`src/rtl/if_fetch_stage.sv`:
```
// ----------------------------------------------------------------------------
// if_fetch_stage
//
// Instruction-fetch stage of a five-stage ARM pipeline. Owns the program
// counter, fetches 32-bit instructions over a req/ack memory handshake and
// writes the IF/ID pipeline register. Decode stalls hold the stage; branch
// flushes kill the in-flight instruction and redirect the PC.
//
// Ports:
//   clk          pipeline clock, rising edge
//   rst_n        asynchronous active-low reset
//   next_pc      selected next PC from the PC-select mux (PC+4 or target)
//   stall        hazard stall: hold PC and IF/ID
//   flush        branch taken: kill in-flight instruction, redirect to next_pc
//   imem_req     fetch request (registered)
//   imem_addr    fetch address, always the current PC
//   imem_ack     memory returns imem_rdata this cycle
//   imem_rdata   fetched instruction word
//   pc_plus4     PC + 4, combinational, wraps modulo 2^64
//   if_id_pc     PC of the instruction held in IF/ID
//   if_id_instr  instruction held in IF/ID (NOP_INSTR when empty/flushed)
//   if_id_valid  IF/ID holds a real instruction
// ----------------------------------------------------------------------------
module if_fetch_stage #(
    parameter logic [63:0] RESET_PC  = 64'h0,
    parameter logic [31:0] NOP_INSTR = 32'hD503201F
) (
    input  logic        clk,
    input  logic        rst_n,
    input  logic [63:0] next_pc,
    input  logic        stall,
    input  logic        flush,
    output logic        imem_req,
    output logic [63:0] imem_addr,
    input  logic        imem_ack,
    input  logic [31:0] imem_rdata,
    output logic [63:0] pc_plus4,
    output logic [63:0] if_id_pc,
    output logic [31:0] if_id_instr,
    output logic        if_id_valid
);

    typedef enum logic [1:0] {
        IDLE = 2'd0,  // one cycle after reset, no request
        REQ  = 2'd1,  // request outstanding at pc
        HOLD = 2'd2   // acknowledged word parked while stalled
    } state_e;

    state_e      state_q,       state_d;
    logic [63:0] pc_q,          pc_d;
    logic [63:0] redirect_pc_q, redirect_pc_d;
    logic        drop_q,        drop_d;
    logic [31:0] hold_buf_q,    hold_buf_d;
    logic        req_q,         req_d;
    logic [63:0] if_id_pc_q,    if_id_pc_d;
    logic [31:0] if_id_instr_q, if_id_instr_d;
    logic        if_id_valid_q, if_id_valid_d;

    assign imem_req    = req_q;
    assign imem_addr   = pc_q;
    assign pc_plus4    = pc_q + 64'd4;
    assign if_id_pc    = if_id_pc_q;
    assign if_id_instr = if_id_instr_q;
    assign if_id_valid = if_id_valid_q;

    always_comb begin
        // NOTE: every next-state value gets a hold default before any branch,
        // so no path through this block can leave a variable unassigned and
        // infer a latch.
        state_d       = state_q;
        pc_d          = pc_q;
        redirect_pc_d = redirect_pc_q;
        drop_d        = drop_q;
        hold_buf_d    = hold_buf_q;
        if_id_pc_d    = if_id_pc_q;
        if_id_instr_d = if_id_instr_q;
        if_id_valid_d = if_id_valid_q;

        // Without a stall, a cycle that delivers nothing leaves a bubble.
        // Paths that do deliver an instruction overwrite this below.
        if (!stall) begin
            if_id_instr_d = NOP_INSTR;
            if_id_valid_d = 1'b0;
        end

        if (flush) begin
            // Flush wins over stall and over any returning data.
            if_id_pc_d    = pc_q;
            if_id_instr_d = NOP_INSTR;
            if_id_valid_d = 1'b0;
            case (state_q)
                REQ: begin
                    if (imem_ack) begin
                        pc_d   = next_pc;
                        drop_d = 1'b0;
                    end else begin
                        // The request cannot be withdrawn mid-handshake: keep
                        // it at the old address, remember where to go, and
                        // throw the word away when it finally arrives.
                        redirect_pc_d = next_pc;
                        drop_d        = 1'b1;
                    end
                end
                default: begin
                    // IDLE or HOLD: nothing outstanding, redirect right away.
                    pc_d    = next_pc;
                    state_d = REQ;
                end
            endcase
        end else begin
            case (state_q)
                IDLE: state_d = REQ;
                REQ: begin
                    if (imem_ack) begin
                        if (drop_q) begin
                            pc_d   = redirect_pc_q;
                            drop_d = 1'b0;
                        end else if (stall) begin
                            hold_buf_d = imem_rdata;
                            state_d    = HOLD;
                        end else begin
                            if_id_pc_d    = pc_q;
                            if_id_instr_d = imem_rdata;
                            if_id_valid_d = 1'b1;
                            pc_d          = next_pc;
                        end
                    end
                end
                HOLD: begin
                    if (!stall) begin
                        if_id_pc_d    = pc_q;
                        if_id_instr_d = hold_buf_q;
                        if_id_valid_d = 1'b1;
                        pc_d          = next_pc;
                        state_d       = REQ;
                    end
                end
                default: state_d = IDLE;
            endcase
        end

        // The request is a registered copy of "next state is REQ", so it stays
        // glitch-free and constant until the ack.
        req_d = (state_d == REQ);
    end

    always_ff @(posedge clk or negedge rst_n) begin
        if (!rst_n) begin
            state_q       <= IDLE;
            pc_q          <= RESET_PC;
            redirect_pc_q <= 64'h0;
            drop_q        <= 1'b0;
            hold_buf_q    <= 32'h0;
            req_q         <= 1'b0;
            if_id_pc_q    <= 64'h0;
            if_id_instr_q <= NOP_INSTR;
            if_id_valid_q <= 1'b0;
        end else begin
            // NOTE: state registers use non-blocking assignments so every
            // flop samples the pre-edge values, independent of statement order.
            state_q       <= state_d;
            pc_q          <= pc_d;
            redirect_pc_q <= redirect_pc_d;
            drop_q        <= drop_d;
            hold_buf_q    <= hold_buf_d;
            req_q         <= req_d;
            if_id_pc_q    <= if_id_pc_d;
            if_id_instr_q <= if_id_instr_d;
            if_id_valid_q <= if_id_valid_d;
        end
    end

endmodule

```
`config.mk`:
```
export PLATFORM = sky130hd
export DESIGN_NAME = if_fetch_stage
export DESIGN_NICKNAME = d
export VERILOG_FILES = /design/src/rtl/if_fetch_stage.sv
export SDC_FILE = /design/constraint.sdc
export NUM_CORES = 1
export LEC_CHECK = 0
export CAP_MARGIN = 20
export CORE_MARGIN = 2
export CORE_UTILIZATION = 30
export DETAILED_ROUTE_END_ITERATION = 16
export SYNTH_ARGS = -nofsm -noshare
export SYNTH_HDL_FRONTEND = slang
export SYNTH_SLANG_ARGS = --single-unit
```
`constraint.sdc`:
```
create_clock -name clk -period 2.3 [get_ports clk]
set_input_delay 0.23 -clock clk [delete_from_list [all_inputs] [get_ports clk]]
set_output_delay 0.23 -clock clk [all_outputs]
set_load 0.005 [all_outputs]
```
==> results.toml, run 1 <==
[synthesis]
synth-edff-count = 0
synthesis.area_sq_um = 11800
ys_seq_elements = 261
synth_ff_type = "dfrtp_1"
syn-instance-count = 1042
yosysWarnings = 0
ys_seq_area_frac = 0.555
synth_cell_type_count = 47
avgSynthCellArea_sq_um = 11.3
syn-num-nets = 1148
synth.top_cells.by_count = "248 x dfrtp_1, 148 x mux2_2, 91 x nand2_1, 75 x nor2_1, 57 x o21ai_0"
synth_top_area_frac = 0.526
yosys.area.top_type = "dfrtp_1"
async_flop_share = 1.00
post-synth-top-count-cell = "dfrtp_1"
yosys-top-cells-area = "dfrtp_1 53%, mux2_2 14%, a22oi_1 3.6%"

[place]
dp.cells = 1961
dp_hpwl_um = 27600
pre_cts_slack_ns = -0.324
place.gp.congestion = 0.828
place_area_sq_um = 16800
numPortBuffers = 326

[clock_tree]
cts_tree = "done"
clock-sinks = 261
cts_made_buffers = 31
clk_latency_ns = 0.59
cts_buffer_depth = 3
htreeDepth = 1
clockRootBuffer = "clkbuf_16"
path_clk_slew_ns = 0.06

[critical_path]
required_ns = 2.07
arrival_ns = 2.67
worst_setup_path_end_kind = "primary output"
rr_endpoint = "imem_addr[28]"
r2r-start = "state_q[0]"
crit_fanout = 4
path_class = "flop to primary output"
start_kind = "flop"
reg2reg_setup_slack_ns = 0.14
rr_worst_depth = 8

[sta]
fmax_mhz = 345
fin_worst_skew_ns = 0.0248
tightest_slew_ns = 0.832
rsz0062_at_grt = "true"
maxSlewHeadroom = 0.443
drv_slew = 0
finalSetupViolCount = 54
hold_viol_final = 0
setup_ws_ns = -0.597
post-route-min-period_ns = 2.90
setup_tns_ns = -15.71
finalCritPeriodShare = 1.26
hold_ws_ns = 0.180

[status]
status = "finished, violations left"
failed_checks = "negative setup slack"

[power_and_ir_drop]
power_switching_share = 0.335
peakVddDrop_v = 0.000711
p_leak_nw = 8.01
switching_power_mw = 8.28
powerDensity_nw_per_um2 = 1320
p_total_mw = 24.7
clkPwrFrac = 0.213
power.share.combinational = 0.463
power_frac_seq = 0.325
p_int_mw = 16.4

[detailed_routing]
totalWireLength_um = 40400
via_per_inst = 4.92
drc = 0
drtPass1Iterations = 5
dr_total_vias = 10300
wl_per_cell_um = 19.3
ant_nets = 0
drt_iter0_drc = 458

[floorplanning]
die_h_um = 202
initial_core_util = 0.305
rows = 72
die_area_sq_um = 41000
fp.dieW_um = 202
io_pins = 327
core_area_sq_um = 38700

[cells_and_area]
drive_gt1_frac = 0.361
instances_no_fill = 2092
area_delta_synth_final_pct = 59.1
fin_area_sq_um = 18800
fin_nets = 1651
post-route-util = 0.485

[global_routing]
grt_max_degree = 67
first_global_vias = 10600
antenna_found_initial = 8
grt_pass1_wl_um = 62000
grt_usage = 0.192
overflow = 0

[run]
max_cap_viol_count = 0

[hold_path]
hold_path.class = "primary input to async pin"
timing repair:
| action | 4_1_cts | 5_1_grt |
|---|---|---|
| pin swaps | 55 | 52 |
| gates resized for setup | 297 | 59 |
| cloned | 0 | 0 |
| setup endpoints to repair | 58 | 57 |
| endpoints found under the hold margin | 69 | 0 |
| setup buffers | 35 | 43 |
| hold buffers | 1 | 0 |
critical path: stages (launching register included):
cell and delay (ns):
dfrtp_1 0.37, nand4_1 0.19, or4_4 0.56, nor3_4 0.24, buf_12 0.15, buf_12 0.11, buf_6 0.09, nand4_1 0.09
xnor2_1 0.17, buf_2 0.13
power by group through the flow:
stage	Sequential, mW	Combinational (mW)	Clock (mW)
2_1_floorplan	8.21	4.07	0
3_3_place_gp	7.96	11.0	0
3_5_place_dp	8.06	11.1	0
4_1_cts	8.01	11.2	5.38
5_1_grt	8.30	12.3	5.57
6_report	8.03	11.4	5.25
how the worst max path moves through the flow:
stage / startpoint / end / cells after the start
2_1_floorplan: state_q[0] / imem_addr[10] / 7
3_3_place_gp: imem_addr[26] / pc_plus4[57] / 8
3_5_place_dp: imem_addr[27] / pc_plus4[57] / 8
4_1_cts: imem_addr[8] / pc_plus4[55] / 10
5_1_grt: imem_addr[8] / pc_plus4[53] / 11
6_report: imem_addr[2] / pc_plus4[55] / 9
routing by layer:
layer / vias to the layer above / part of all wire / track usage
li1: 4750 / - / -
met1: 5157 / 0.41 / 0.239
met2: 307 / 0.49 / 0.326
met3: 83 / 0.060 / 0.0447
met4: 6 / 0.036 / 0.0662
met5: - / 0.00099 / 0
cell type report:
type                    count  area (sq um)
fillers                  3540         20000
flip-flops and latches    261          6550
multi-input cells         703          5520
repair buffers            538          4930
clock buffers              39           836
well taps                 518           648
clock inverters            19           254
inverters                  10          37.5
diodes                      4          10.0
cell usage in the layout, fill, tap and decap left out, types with 4 or more instances in the layout:
cell type	n
clkdlybuf4s50_1	268
dfrtp_1	248
buf_4	156
mux2_2	148
nand2_1	84
o21ai_0	57
a22oi_1	56
nor2_1	52
buf_2	49
buf_6	41
a21oi_1	34
nand4_1	33
clkbuf_16	31
o22ai_1	30
xnor2_1	26
xor2_1	23
nor2_4	15
buf_12	14
a31oi_1	13
dfstp_2	13
mux2_1	12
nand3_1	11
o21ai_1	10
clkinv_2	10
inv_1	9
nor2_2	9
xnor2_2	9
nand3_2	6
nor3_4	6
nor4_4	6
bufinv_16	6
nand3_4	5
clkbuf_1	5
diode_2	4
nand2_4	4
and3_4	4
ha_1	4
flip-flops by register name (all words and copies together), names as in the netlist:
signal         count
state_q            2
imem_addr         64
drop_q             1
redirect_pc_q     64
if_id_instr       32
imem_req           1
if_id_valid        1
if_id_pc          64
hold_buf_q        32
cell families (layout without fill, tap and decap cells):
kind of cell | count (synthesis) | in the layout | share of synthesized area
and+or+nand+nor | 270 | 270 | 0.110
DFF | 261 | 261 | 0.555
AOI/OAI and AO/OA | 208 | 208 | 0.106
muxes | 160 | 160 | 0.153
buffers and inverters | 78 | 606 | 0.0268
xor gates and xnor gates | 60 | 60 | 0.0445
adders and majority gates | 5 | 5 | 0.00530
other | 0 | 4 | 0
(Power assumes the default switching activity.)
==> run 2, diff against run 1 <==
clock period = 3.7 ns   (was 2.3 ns; I/O delays follow)
==> run 2 against run 1 <==
  * The run now ends clean
  * Largest power group unchanged
  * Cell area is 9.8% lower
  * Worst hold slack better by 0.25 ns
  * Clock power is 42% lower
  * Count of clock-buffer cells in the layout is 9 higher
  * Worst setup slack better by 0.77 ns
  * Sequential power is 33% lower
  * Global-route usage is 0.60 points lower
  * Highest routed layer unchanged
  * Non-clock buffer count is 173 lower
  * Flip-flop and latch count stayed put
  * Combinational power is 50% lower
  * Via count is 7.3% lower
==> results.toml, run 2 (synthesis gave the netlist of run 1 again) <==
[status]
status = "completed"

[floorplanning]
io_pins = 327
rows = 72
fp.dieW_um = 202
core_area_sq_um = 38700
die_h_um = 202
initial_core_util = 0.305
die_area_sq_um = 41000

[critical_path]
rr_endpoint = "redirect_pc_q[22]"
worst_setup_path_end_kind = "primary output"
reg2reg_setup_slack_ns = 1.14
required_ns = 3.33
arrival_ns = 3.15
path_class = "flop to primary output"
crit_fanout = 8
startpoint = "imem_addr[4]"
r2r-start = "state_q[1]"
crit_path_end = "pc_plus4[63]"
start_kind = "flop"
rr_worst_depth = 6

[global_routing]
antenna_found_initial = 5
grt_max_degree = 106
grt_pass1_wl_um = 59700
grt_usage = 0.186
overflow = 0
first_global_vias = 9728

[run]
max_cap_viol_count = 0

[clock_tree]
cts_tree = "done"
clk_latency_ns = 0.56
clockRootBuffer = "clkbuf_16"
clock-sinks = 261
path_clk_slew_ns = 0.06
htreeDepth = 1
cts_made_buffers = 30
cts_buffer_depth = 3

[detailed_routing]
totalWireLength_um = 38900
drc = 0
drtPass1Iterations = 4
drt_iter0_drc = 442
via_per_inst = 4.99
wl_per_cell_um = 20.3
dr_total_vias = 9556
ant_nets = 0

[sta]
maxSlewHeadroom = 0.288
drv_slew = 0
fmax_mhz = 284
setup_tns_ns = 0
finalSetupViolCount = 0
hold_viol_final = 0
rsz0062_at_grt = "false"
tightest_slew_ns = 1.07
setup_ws_ns = 0.176
finalCritPeriodShare = 0.952
hold_ws_ns = 0.434
fin_worst_skew_ns = 0.0131
post-route-min-period_ns = 3.52

[cells_and_area]
n_fill_cell = 3647
area_delta_synth_final_pct = 43.5
final_common_cell = "clkdlybuf4s50_1"
drive_gt1_frac = 0.198
instances_no_fill = 1915
layout_common_cells = "325 x clkdlybuf4s50_1, 247 x dfrtp_1, 148 x mux2_2"
fin_nets = 1477

[hold_path]
hold_path.class = "primary input to flop"

[power_and_ir_drop]
peakVddDrop_v = 0.000440
p_leak_nw = 6.78
powerDensity_nw_per_um2 = 836

[place]
dp_hpwl_um = 26700
pre_cts_slack_ns = 0.428
place.gp.congestion = 0.794
dp.cells = 1850
numPortBuffers = 326
run 2: cell types whose count changed in the layout (fill, tap and decap cells not counted), sizes merged:
cell and change:
dlymetal6s2s -1, clkdlybuf4s50 +57, bufinv -5, clkbuf +6
dlygate4sd2 -2, clkinvlp -1, clkdlybuf4s15 -2, clkinv -6
buf -222, inv -1
run 2: timing repair:
action / 4_1_cts / 5_1_grt
hold buffers: 1 / 0
setup endpoints to repair: 16 / 13
gates resized for setup: 2 / 8
buffers inserted: 2 / 4
pin swaps: 3 / 3
endpoints found under the hold margin: 87 / 0
run 2: routing by layer:
layer  vias to the layer above  wire length [um]  track usage
li1                       4404                 -            -
met1                      4798             16800        0.242
met2                       290             18600        0.305
met3                        62              2370       0.0447
met4                         2              1160       0.0592
met5                         -                13            0
run 2: layout make-up:
class	instances	area, sq um	area share
clock inverters	6	57.6	0.00340
inverters	10	37.5	0.00222
flip-flops and latches	261	6550	0.387
diodes	4	10.0	0.000591
clock buffers	48	960	0.0566
well taps	518	648	0.0383
repair buffers	365	3610	0.213
multi-input cells	703	5070	0.299
run 2: worst min path at each step:
| stage | startpoint | end | depth (start not counted) |
|---|---|---|---|
| after floorplan | rst_n | drop_q | 0 |
| after global placement | if_id_instr[11] | if_id_instr[11] | 2 |
| after detailed placement | if_id_instr[11] | if_id_instr[11] | 2 |
| after CTS | next_pc[12] | redirect_pc_q[12] | 2 |
| after global routing | next_pc[13] | redirect_pc_q[13] | 2 |
| final | next_pc[12] | redirect_pc_q[12] | 2 |
run 2: critical path, stage by stage (launching register included):
cell and delay, ns:
dfrtp_1 0.47, nand4_1 0.29, or4_1 0.61, nor3_4 0.24
buf_12 0.16, nand4_1 0.13, xnor2_1 0.17, clkdlybuf4s50_1 0.51
run 2: power by group:
part | internal (mW) | switching (mW) | total (mW) | leakage, nW
clock | 1.83 | 1.20 | 3.03 | 0.504
sequential | 4.20 | 1.21 | 5.41 | 3.12
combinational | 3.38 | 2.35 | 5.73 | 3.15
run 2: per-stage QoR:
step                power [mW]  cell area (sq um)  utilization
floorplan                 7.63              11800            -
finish                    14.2              16900        0.437
CTS                       14.3              16900        0.435
global route              15.0              16900        0.437
global placement          11.1              15800        0.408
detailed placement        11.2              15800        0.408
==> run 3, diff against run 2 <==
GPL_TIMING_DRIVEN = 0   (was unset)
==> run 3 against run 2 <==
  * First-iteration DRC count increased by 12%
  * Sequential share of layout area about the same
  * Clock power decreased by 4%
  * Critical path depth unchanged
  * Non-clock buffer count increased by 47
  * Worst hold slack got worse by 0.14 ns
  * Cell area increased by 0.14%
  * Combinational power increased by 1%
  * Worst setup slack got worse by 0.022 ns
  * Utilization increased by 0.061 points
  * Register-to-register slack got worse by 0.16 ns
  * Total power decreased by 0.84%
==> results.toml, run 3 (synthesis gave the netlist of run 1 again) <==
[detailed_routing]
totalWireLength_um = 38300
via_per_inst = 4.96
dr_total_vias = 9743
wl_per_cell_um = 19.5
drc = 0
drtPass1Iterations = 5
drt_iter0_drc = 495
ant_nets = 0

[sta]
fmax_mhz = 282
rsz0062_at_grt = "true"
fin_worst_skew_ns = 0.0288
maxSlewHeadroom = 0.311
hold_viol_final = 0
post-route-min-period_ns = 3.55
hold_ws_ns = 0.294
drv_slew = 0
finalSetupViolCount = 0
finalCritPeriodShare = 0.958
tightest_slew_ns = 1.03

[place]
dp_hpwl_um = 27900
place.gp.congestion = 0.806
numPortBuffers = 326

[critical_path]
slowest_stage = "or4_4"
cp_top_family = "simple AND/OR/NAND/NOR gates"
critPathMaxStageDelay_ns = 0.62
start_kind = "flop"
crit_buf_inv = 2
crit_fanout = 8
required_ns = 3.33
crit_chain = "nand4_1, or4_4, nor3_4, buf_12, nand4_1, xnor2_1, clkdlybuf4s50_1"
path_class = "flop to primary output"
worst_setup_path_end_kind = "primary output"
crit_top_cell = "nand4_1"
arrival_ns = 3.18

[floorplanning]
die_area_sq_um = 41000
rows = 72
initial_core_util = 0.305
io_pins = 327
die_h_um = 202
fp.dieW_um = 202
core_area_sq_um = 38700

[global_routing]
grt_max_degree = 115
overflow = 0
grt_usage = 0.183
antenna_found_initial = 5
grt_pass1_wl_um = 58900
first_global_vias = 9777

[cells_and_area]
fin_nets = 1525
layout_common_cells = "325 x clkdlybuf4s50_1, 240 x dfrtp_1, 148 x mux2_2"
final_common_cell = "clkdlybuf4s50_1"
area_delta_synth_final_pct = 43.7
drive_gt1_frac = 0.186

[clock_tree]
cts_made_buffers = 31
htreeDepth = 1
clockRootBuffer = "clkbuf_16"
cts_buffer_depth = 3
path_clk_slew_ns = 0.06
cts_tree = "done"
clock-sinks = 261
clk_latency_ns = 0.57

[status]
status = "completed"

[run]
max_cap_viol_count = 0

[power_and_ir_drop]
p_total_mw = 14.1
powerDensity_nw_per_um2 = 828
p_leak_nw = 6.76
peakVddDrop_v = 0.000421

[hold_path]
hold_path.class = "primary input to async pin"
[run 3: cell count changes in the layout (fill, tap and decap cells not counted), sizes merged]
cell and delta:
clkinvlp +1, buf -4, clkbuf +49, diode +2
[run 3: what timing repair did]
action	4_1_cts	5_1_grt
resized for setup	7	12
endpoints found under the setup margin	28	15
endpoints found under the hold margin	43	0
pin swaps	6	4
hold buffers	1	0
buffers inserted	9	4
[run 3: per-stage QoR]
step	std cells	setup WS, ns	utilization	setup TNS [ns]	cell area (sq um)
floorplan	1042	1.49	-	0	11800
global placement	1886	-9.41	0.406	-2400.08	15700
detailed placement	1891	0.116	0.408	0	15800
CTS	1953	-0.0195	0.436	-0.0195	16900
global route	1961	-0.0449	0.438	-0.0449	17000
finish	1963	0.154	0.438	0	17000
[run 3: metal layers]
metal,up-vias,track usage,share of wire
li1,4505,-,-
met1,4883,0.243,0.43
met2,294,0.296,0.47
met3,61,0.0450,0.070
met4,0,0.0563,0.029
met5,-,0,0
[run 3: final timing paths]
path / from / slack (ns) / cells past startpoint / end
worst max-delay path: imem_addr[26] / 0.15 / 7 / pc_plus4[63]
worst min-delay path: rst_n / 0.29 / 2 / hold_buf_q[26]
worst max register to register: state_q[0] / 0.98 / 8 / imem_addr[25]
worst min register to register: if_id_instr[6] / 0.49 / 2 / if_id_instr[6]
max in group asynchronous: rst_n / 2.01 / 4 / imem_addr[22]
min in group clk: next_pc[14] / 0.43 / 2 / redirect_pc_q[14]
[run 3: final cells by class]
| cell class | instances | area, sq um |
|---|---|---|
| Timing Repair Buffer | 345 | 3480 |
| Sequential cell | 261 | 6560 |
| Inverter | 10 | 37.5 |
| Tap cell | 518 | 648 |
| Multi-Input combinational cell | 703 | 5000 |
| Antenna cell | 6 | 15.0 |
| Clock buffer | 46 | 892 |
| Clock inverter | 7 | 65.1 |
| Fill cell | 3696 | 21800 |
| Buffer | 67 | 277 |
[run 3: report_power, final]
part	internal, mW	switching, mW	total [mW]
clock network	1.71	1.19	2.90
logic	3.41	2.41	5.81
registers	4.21	1.12	5.34
total	9.33	4.72	14.1
[run 3: worst register-to-register path, cell delays in order, from the launching register on]
cell      delay [ns]
dfrtp_1         0.41
inv_1           0.09
ha_1            0.28
nor2b_1         0.26
nor2_1          0.07
nor2_1          0.64
clkbuf_1        0.52
o22ai_1         0.24
a21oi_1         0.18
==> variant (config.mk and constraints of run 3) <==
Take the reset off `hold_buf_q` and load it in a clocked block of its own.
--- a/src/rtl/if_fetch_stage.sv
+++ b/src/rtl/if_fetch_stage.sv
@@ -150,7 +150,6 @@
             pc_q          <= RESET_PC;
             redirect_pc_q <= 64'h0;
             drop_q        <= 1'b0;
-            hold_buf_q    <= 32'h0;
             req_q         <= 1'b0;
             if_id_pc_q    <= 64'h0;
             if_id_instr_q <= NOP_INSTR;
@@ -162,7 +161,6 @@
             pc_q          <= pc_d;
             redirect_pc_q <= redirect_pc_d;
             drop_q        <= drop_d;
-            hold_buf_q    <= hold_buf_d;
             req_q         <= req_d;
             if_id_pc_q    <= if_id_pc_d;
             if_id_instr_q <= if_id_instr_d;
@@ -170,5 +168,9 @@
         end
     end
 
+    always_ff @(posedge clk) begin
+        hold_buf_q <= hold_buf_d;
+    end
+
 endmodule
 
Function: not settled (the Yosys comparison gave no result); the edit may change what the design does.
==> variant against run 3 <==
- register-to-register slack got worse by 0.19 ns
- sequential cell count did not move
- synthesized area shrank 2.1%
- power decreased by 0.93%
- critical endpoint is now pc_plus4[40]
- worst setup slack improved by 0.017 ns
- routed wire length is 2.6% lower
- final area down 0.55%
- synthesized cell count is 5.0% lower
- utilization up 0.79 points
- critical path type unchanged
==> variant: results (changes against run 3) <==
| Metric | Value |
|---|---|
| # H-tree levels | 1 (unchanged) |
| Slowest-stage cell, CP | clkdlybuf4s50_1 |
| Final wirelength | 37,400 um (-2.6%) |
| Post-Place Cells | 1,832 (-3.1%) |
| Number of synthesized flops with an enable pin | 32 (+32) |
| Half-perimeter wire length after placement | 27,100 um (-2.8%) |
| Synth unique cells | 49 (+4.3%) |
| Crit path launch | imem_addr[3] |
| Drt initial violations | 425 (-14%) |
| RD Place Congestion | 0.794 (-1.4%) |
| Port-buffer cells | 326 (unchanged) |
| CTS Buf Count | 31 (unchanged) |
| Compound-Gate Fraction of Synth Area | 0.110 (+0.00326) |
| Crit-path max FO | 6 (-2) |
| Data arrival, critical path | 3.16 ns (-0.02 ns) |
| Worst skew pair latency | 0.57 ns (about the same) |
| Post-synthesis mux area share | 0.125 (-0.0279) |
| Syn_nets | 1,096 (-4.5%) |
| Die area | 0.0401 mm^2 (-2.1%) |
| Worst R2R Path Depth | 7 (-1) |
| Proportion of layout cells with a drive suffix above 1 | 0.190 (+0.00452) |
| Mapped Avg Cell Area | 11.7 um^2 (+3.0%) |
| Asr flop ratio synth | 0.877 (-0.123) |
| Slowest stage delay, CP | 0.56 ns (-0.06 ns) |
| Clock Path Buffers | 3 (unchanged) |
| Initial antenna violation count | 7 (+2) |
| Worst r2r src | state_q[1] |
| Pre-Repair DR Iteration Count | 5 (unchanged) |
| Lkg Pwr | 6.59 nW (-2.4%) |
| Global-route wire length before repair | 57,700 um (-2.0%) |
| Synth area leaders | dfrtp_1 (47%), mux2_2 (12%), edfxtp_1 (8.3%) |
| Slew headroom | 0.289 (-0.0218) |
| Hold_ws | 0.346 ns (+0.0518 ns) |
| Max rail drop VDD | 0.389 mV (-7.6%) |
| Register-to-Register Setup Slack | 0.79 ns (-0.19 ns) |
| Warnings, synthesis | 0 (unchanged) |
| Nets | 1,472 (-3.5%) |
| Status | finished, final reports clean |
| Routed vias/inst | 4.88 (-1.6%) |
| Clock transition at path regs | about 0.070 ns |
| Hold WC Path Type | in -> async |
| Hold violation count in the final report | 0 (unchanged) |
| GRT Util Overall | 0.182 (-0.000753) |
| Register area share after synthesis | 0.580 (+0.0258) |
| Final Skew | 0.0171 ns (-0.0116 ns) |
| Vias in the first global route | 9,579 (-2.0%) |
| End point of the critical path | pc_plus4[40] |
| Adder-cell share of the synthesized area | 0.00541 (+0.000114) |
| Largest net degree at the start of global routing | 83 (-28%) |
| Synth Area in XOR/XNOR | 0.0455 (+0.000959) |
| R2R Path End | redirect_pc_q[31] |
| Final std cells w/o fill | 1,904 (-3.0%) |
| Delay-heaviest family, CP | simple AND/OR/NAND/NOR gates |
| Commonest cells in the synthesized netlist | dfrtp_1 (216), mux2_2 (128), nand2_1 (90) |
variant: timing repair:
item                                   4_1_cts  5_1_grt
hold buffers                                 1        0
setup endpoints to repair                   41       20
resized for setup                           14       17
endpoints found under the hold margin       58        0
buffers inserted                             6        8
pin swaps                                    2        0
variant: worst register-to-register path, stage by stage, from the launching register on:
cell and delay (ns):
dfrtp_1 0.42, inv_1 0.08, ha_1 0.25, inv_1 0.18, or3_1 0.13, clkbuf_1 0.60
clkbuf_1 0.70, mux2_2 0.42
variant: routing by layer:
layer / track usage / wire length, um
met5: 0 / 40
met4: 0.0529 / 1010
met3: 0.0472 / 2270
met2: 0.298 / 17600
met1: 0.238 / 16400
variant: metrics by stage:
step	setup slack (ns)	setup TNS, ns	instance area (um^2)
after detailed placement	-0.00926	-0.0104	15600
final	0.171	0	16900
after global placement	-8.04	-1812.58	15500
after global routing	0.0165	0	16900
after floorplan	0.857	0	11600
after CTS	0.00453	0	16800
variant: report_power, final:
part	switching [W]	leakage, nW	total [W]	internal [W]
registers	0.00106	3.00	0.00518	0.00413
logic	0.00228	3.07	0.00556	0.00328
clock network	0.00121	0.525	0.00318	0.00197
total	0.00455	6.59	0.0139	0.00937
variant: layout make-up:
cell class | instances | area (um^2)
Fill cell | 3585 | 21000
Sequential cell | 261 | 6730
Multi-Input combinational cell | 655 | 4630
Timing Repair Buffer | 347 | 3510
Clock buffer | 46 | 912
Tap cell | 511 | 639
Buffer | 56 | 230
Clock inverter | 10 | 158
Inverter | 14 | 52.6
Antenna cell | 4 | 10.0
variant: cell families (layout without fill, tap and decap cells):
family / count (synthesis) / in the layout
other cells: 0 / 4
flops: 261 / 261
simple gates: 253 / 253
fa+ha+maj: 5 / 5
mux: 128 / 128
xor+xnor: 60 / 60
compound gates: 209 / 209
buf+inv: 74 / 473
